===== config.mk =====
export PLATFORM = sky130hd
export DESIGN_NAME = maxpool_reader
export DESIGN_NICKNAME = d
export VERILOG_FILES = /design/src/rtl/maxpool_reader.sv
export SDC_FILE = /design/constraint.sdc
export NUM_CORES = 1
export LEC_CHECK = 0
export CORE_MARGIN = 8
export CORE_UTILIZATION = 45
export CTS_CLUSTER_SIZE = 30
export DETAILED_ROUTE_END_ITERATION = 10
export GPL_ROUTABILITY_DRIVEN = 0
export PLACE_DENSITY = 0.78
export RECOVER_POWER = 25
export SYNTH_ARGS = -nofsm -noshare
export SYNTH_HDL_FRONTEND = slang
export SYNTH_SLANG_ARGS = --single-unit

===== constraint.sdc =====
create_clock -name clk -period 5.1 [get_ports clk]
set_clock_uncertainty 0.2 [all_clocks]
set_input_delay 0.51 -clock clk [delete_from_list [all_inputs] [get_ports clk]]
set_output_delay 0.51 -clock clk [all_outputs]
set_load 0.01 [all_outputs]

===== src/rtl/maxpool_reader.sv =====
// rtl/maxpool_reader.sv - 2x2 stride-2 max-pool engine reading a conv map and writing the pooled map
//
// Purpose:
//   Walks an H_IN x W_IN signed feature map two rows at a time. Port A reads the
//   even row of each 2x2 window, port B the odd row. Each window takes two read
//   cycles (left column, then right column) and produces one write. Pooled
//   values are written in raster order to addresses 0..(W_IN/2)*(H_IN/2)-1.
//
// Ports:
//   clk        rising-edge clock
//   reset_n    synchronous active-low reset
//   start      one-cycle request, honoured only while idle
//   busy       run in progress (low in the done cycle)
//   done       one-cycle pulse the cycle after the final write
//   rd_addr_a  port-A read address (even row of window)
//   rd_addr_b  port-B read address (odd row of window)
//   rd_en_a    port-A read enable
//   rd_en_b    port-B read enable
//   q_a, q_b   read data, valid one cycle after the address
//   wr_addr    pooled-map write address
//   wr_data    pooled value
//   wr_en      write enable, one pulse per pooled output
//
// Build option:
//   MAXPOOL_RELU_EN  when defined, negative pooled values are written as 0.

module maxpool_reader #(
    parameter int W_IN   = 24,
    parameter int H_IN   = 24,
    parameter int DW     = 16,
    parameter int AW_IN  = 10,
    parameter int AW_OUT = 8
) (
    input  logic                 clk,
    input  logic                 reset_n,
    input  logic                 start,
    output logic                 busy,
    output logic                 done,
    output logic [AW_IN-1:0]     rd_addr_a,
    output logic [AW_IN-1:0]     rd_addr_b,
    output logic                 rd_en_a,
    output logic                 rd_en_b,
    input  logic signed [DW-1:0] q_a,
    input  logic signed [DW-1:0] q_b,
    output logic [AW_OUT-1:0]    wr_addr,
    output logic signed [DW-1:0] wr_data,
    output logic                 wr_en
);

    localparam int RW = $clog2(H_IN / 2 + 1);
    localparam int CW = $clog2(W_IN / 2 + 1);
    localparam logic [RW-1:0] R_LAST = RW'(H_IN / 2 - 1);
    localparam logic [CW-1:0] C_LAST = CW'(W_IN / 2 - 1);

    typedef enum logic [1:0] {S_IDLE, S_READ, S_DRAIN, S_DONE} state_t;

    state_t                r_state;
    state_t                w_next_state;
    logic [RW-1:0]         r_row;
    logic [CW-1:0]         r_col;
    logic                  r_phase;
    logic [AW_IN-1:0]      r_rd_addr_a;
    logic [AW_IN-1:0]      r_rd_addr_b;
    logic                  r_rd_en;
    logic                  r_qv;        // q_a/q_b carry data this cycle
    logic                  r_qp;        // phase (column) of that data
    logic signed [DW-1:0]  r_m0;        // running max of the window's left column
    logic [AW_OUT-1:0]     r_out_idx;
    logic [AW_OUT-1:0]     r_wr_addr;
    logic signed [DW-1:0]  r_wr_data;
    logic                  r_wr_en;

    logic                  w_wrap;
    logic                  w_last_read;
    logic signed [DW-1:0]  w_pair_max;
    logic signed [DW-1:0]  w_win_max;
    logic signed [DW-1:0]  w_pool;

    function automatic logic signed [DW-1:0] smax(input logic signed [DW-1:0] a,
                                                  input logic signed [DW-1:0] b);
        return (a > b) ? a : b;
    endfunction

    always_comb begin
        w_wrap      = r_phase && (r_col == C_LAST);
        w_last_read = (r_state == S_READ) && w_wrap && (r_row == R_LAST);
        w_pair_max  = smax(q_a, q_b);
        w_win_max   = smax(r_m0, w_pair_max);
`ifdef MAXPOOL_RELU_EN
        w_pool      = w_win_max[DW-1] ? '0 : w_win_max;
`else
        w_pool      = w_win_max;
`endif
    end

    always_comb begin
        w_next_state = r_state;
        case (r_state)
            S_IDLE:  if (start) w_next_state = S_READ;
            S_READ:  if (w_last_read) w_next_state = S_DRAIN;
            // The final write is on the outputs this cycle; done follows it.
            S_DRAIN: if (r_wr_en) w_next_state = S_DONE;
            S_DONE:  w_next_state = S_IDLE;
            default: w_next_state = S_IDLE;
        endcase
    end

    always_ff @(posedge clk) begin
        if (!reset_n) r_state <= S_IDLE;
        else          r_state <= w_next_state;
    end

    always_ff @(posedge clk) begin
        if (!reset_n) begin
            r_row       <= '0;
            r_col       <= '0;
            r_phase     <= 1'b0;
            r_rd_addr_a <= '0;
            r_rd_addr_b <= '0;
            r_rd_en     <= 1'b0;
            r_qv        <= 1'b0;
            r_qp        <= 1'b0;
            r_m0        <= '0;
            r_out_idx   <= '0;
            r_wr_addr   <= '0;
            r_wr_data   <= '0;
            r_wr_en     <= 1'b0;
        end else begin
            if (r_state == S_IDLE && start) begin
                r_row       <= '0;
                r_col       <= '0;
                r_phase     <= 1'b0;
                r_rd_addr_a <= '0;
                r_rd_addr_b <= AW_IN'(W_IN);
                r_rd_en     <= 1'b1;
                r_out_idx   <= '0;
            end else if (r_state == S_READ) begin
                r_phase <= ~r_phase;
                if (w_last_read) begin
                    r_rd_en <= 1'b0;
                end else if (w_wrap) begin
                    // Skip the odd row already covered by port B.
                    r_col       <= '0;
                    r_row       <= r_row + RW'(1);
                    r_rd_addr_a <= r_rd_addr_a + AW_IN'(W_IN + 1);
                    r_rd_addr_b <= r_rd_addr_b + AW_IN'(W_IN + 1);
                end else begin
                    if (r_phase) r_col <= r_col + CW'(1);
                    r_rd_addr_a <= r_rd_addr_a + AW_IN'(1);
                    r_rd_addr_b <= r_rd_addr_b + AW_IN'(1);
                end
            end

            r_qv    <= r_rd_en;
            r_qp    <= r_phase;
            r_wr_en <= r_qv && r_qp;
            if (r_qv && !r_qp) r_m0 <= w_pair_max;
            if (r_qv && r_qp) begin
                r_wr_data <= w_pool;
                r_wr_addr <= r_out_idx;
                r_out_idx <= r_out_idx + AW_OUT'(1);
            end
        end
    end

    assign busy      = (r_state == S_READ) || (r_state == S_DRAIN);
    assign done      = (r_state == S_DONE);
    assign rd_addr_a = r_rd_addr_a;
    assign rd_addr_b = r_rd_addr_b;
    assign rd_en_a   = r_rd_en;
    assign rd_en_b   = r_rd_en;
    assign wr_addr   = r_wr_addr;
    assign wr_data   = r_wr_data;
    assign wr_en     = r_wr_en;

endmodule


==> metrics.yaml <==
cp.required_ns: 5.16
worst_pin_slew_ns: 1.48
drcViolationCount: 0
reg2reg_depth: 7
critical-path-max-stage-delay_ns: 0.70
synthArstFlopShare: 0
cts.clk_slew.worst_paths_ns: 0.08
final_common_cell: "dfxtp_1"
status: "finished clean"
hp-start: "wr_addr[4]"
cts_repair_resize_count: 0
initial_core_util: 0.459
power.total_mw: 1.73
clockRootBuffer: "clkbuf_8"
finalCritPeriodShare: 0.936
final.min_clock_period_ns: 4.77
final_cell_mix: "83 x dfxtp_1, 68 x clkdlybuf4s50_1, 55 x nand2_1, 46 x ha_1, 40 x inv_1"
min_path_type: "flop to flop"
h-tree-depth: 3
min_to: "wr_addr[4]"
antenna_found_initial: 0
cts_tree: "done"
post_cts_buffers: 0
yosys-top-cells-area: "dfxtp_1 37%, ha_1 13%, nand2_1 4.6%"
worstPathArrival_ns: 4.83
synthesis.instances: 497
layoutNonFillerInstCount: 715
cts.sinks: 83
die_height_um: 115
setup.worst_path.start_class: "input pin"
via_per_inst: 5.37
r2r_slack_ns: 2.36
hold_depth: 2
synth_warnings: 0
timing.rr.start: "r_m0[9]"
worstSetupEndpointType: "flop"
synth_top_area_frac: 0.374
grt_overflow: 0
clkLatencyLatePin_ns: 0.35
routedWlPerCell_um: 15.2
clk_path_buf_depth: 2
numPortBuffers: 83
grt_pass1_wl_mm: 17.8
slew_headroom: 0.0164
irDropWorstVdd_uv: 146
cpMaxStageDelayCell: "or4_4"
fin_area_um2: 5610
io_pins: 84
postCtsHoldBufs: 0
power_density_nw_per_um2: 308
drv_cap: 0
core_area_um2: 9680
r2r_end: "wr_data[0]"
dr.pass1.iters: 4
diodes: 0
dieArea_um2: 13300
whs_ns: 0.266
postRouteAntennaNets: 0
ys_types: 51
syn2layout_area_growth_pct: 26.1
path_max_fanout: 16
drtIter0Drc: 214
vias: 3843
drv_slew: 0
synth_seq_cells: 83
ys.flop_type: "dfxtp_1"
fmax_mhz: 209
grtUsageTotal: 0.165
synth-edff-count: 0
drive_gt1_frac: 0.0636
nFillCells: 840
cp_cell_sequence: "clkdlybuf4s50_1 -> inv_1 -> ha_1 -> a21o_1 -> a2111oi_0 -> o21ai_0 -> o31a_1 -> buf_12 -> mux2i_1 -> ha_1 -> a21o_1 -> a221o_1 -> o211ai_2 -> a31oi_1 -> or4_4 -> o221ai_1"
hold_violations: 0
cts_inserted_buffers: 9
criticalPathCategory: "input pin to flop"
rsz0062_at_grt: "no"
yosysTopAreaCell: "dfxtp_1"
first_global_vias: 3804
nets: 660
die_w_um: 115
crit_buf_inv: 3
grt_max_degree: 41
synth.avg_cell_area_um2: 8.94
setup_viol: 0
synth.net_count: 578
tns_ns: 0
dp_hpwl_mm: 7.97
routed_wirelength_mm: 10.9
place_inst: 701
dpl_cell_area_um2: 5410
ys_seq_area_frac: 0.374
rows: 36
syn_area_um2: 4450
power_leakage_nw: 2.38
critPathTopFamily: "compound AO/OA/AOI/OAI gates"
## through the flow
| stage | utilization | worst slack [ns] |
|---|---|---|
| floorplan | - | 0.589 |
| global placement | 0.559 | 0.190 |
| detailed placement | 0.559 | -0.0132 |
| CTS | 0.579 | 0.320 |
| global route | 0.579 | 0.104 |
| finish | 0.579 | 0.325 |
## where the power goes
group	internal, mW	switching [mW]
registers	0.700	0.0505
logic	0.218	0.268
clock network	0.270	0.220
## layout make-up
| cell class | count | area [µm²] | area share |
|---|---|---|---|
| clock buffer | 11 | 131 | 0.0234 |
| clock inverter | 3 | 65.1 | 0.0116 |
| inverter | 40 | 150 | 0.0268 |
| multi-input combinational | 352 | 2520 | 0.449 |
| sequential | 83 | 1660 | 0.296 |
| tap | 133 | 166 | 0.0297 |
| timing repair buffer | 93 | 915 | 0.163 |
## layer usage
metal,share of wire,global-route usage
met1,0.42,0.192
met2,0.51,0.288
met3,0.053,0.0425
met4,0.019,0.0499
met5,0,0
## cells in the mapped netlist (2+ instances only)
master	count
nand4_1	8
a21boi_0	11
dfxtp_1	83
and4b_1	2
xor2_1	11
and2_1	6
nor2_1	27
nor3_1	4
a22oi_1	2
mux2i_1	18
o221ai_1	6
nor2b_1	9
inv_1	40
a21oi_1	38
a41o_1	2
xnor2_1	11
and3_1	4
a211oi_1	3
o211a_1	2
nand3_1	11
nand2_1	55
buf_2	2
and4_1	3
or3_1	2
o21ai_0	29
a2111oi_0	2
clkbuf_1	16
a21o_1	5
o211ai_1	3
o21a_1	2
o221ai_2	10
ha_1	46
a31oi_1	5
buf_6	2
## tightest hold or removal path, cell delays in order (launching register included)
cell	delay [ns]
dfxtp_1	0.31
nand2_1	0.04
a21boi_0	0.06
## state kept, by name, indices dropped and copies added (netlist names)
register   flops
rd_addr_a     10
r_col          4
rd_addr_b     10
r_row          4
wr_en          1
r_out_idx      8
rd_en_a        1
r_qv           1
r_qp           1
r_m0          16
r_state        2
wr_addr        8
wr_data       16
r_phase        1
## cells by family (layout without fill, tap and decap cells)
group | after synthesis | in the layout | share of synthesized area
adder cells (fa/ha/maj) | 46 | 46 | 0.129
multiplexers | 18 | 18 | 0.0405
buffers and inverters | 62 | 147 | 0.0608
flip-flops | 83 | 83 | 0.374
AO/OA/AOI/OAI | 128 | 128 | 0.202
XOR/XNOR | 22 | 22 | 0.0433
AND/OR/NAND/NOR | 138 | 138 | 0.150
## worst max path at each step
| stage | startpoint | slack (ns) | endpoint | depth (start not counted) |
|---|---|---|---|---|
| 3_5_place_dp | q_b[13] | -0.01 | wr_data[11] | 16 |
| 3_3_place_gp | q_b[1] | 0.19 | wr_data[15] | 16 |
| 4_1_cts | q_b[13] | 0.32 | wr_data[0] | 16 |
| 2_1_floorplan | q_b[13] | 0.59 | wr_data[10] | 18 |
| 6_report | q_b[13] | 0.33 | wr_data[0] | 16 |
| 5_1_grt | q_b[1] | 0.10 | wr_data[14] | 16 |
Power figures use the tool's default switching activity.
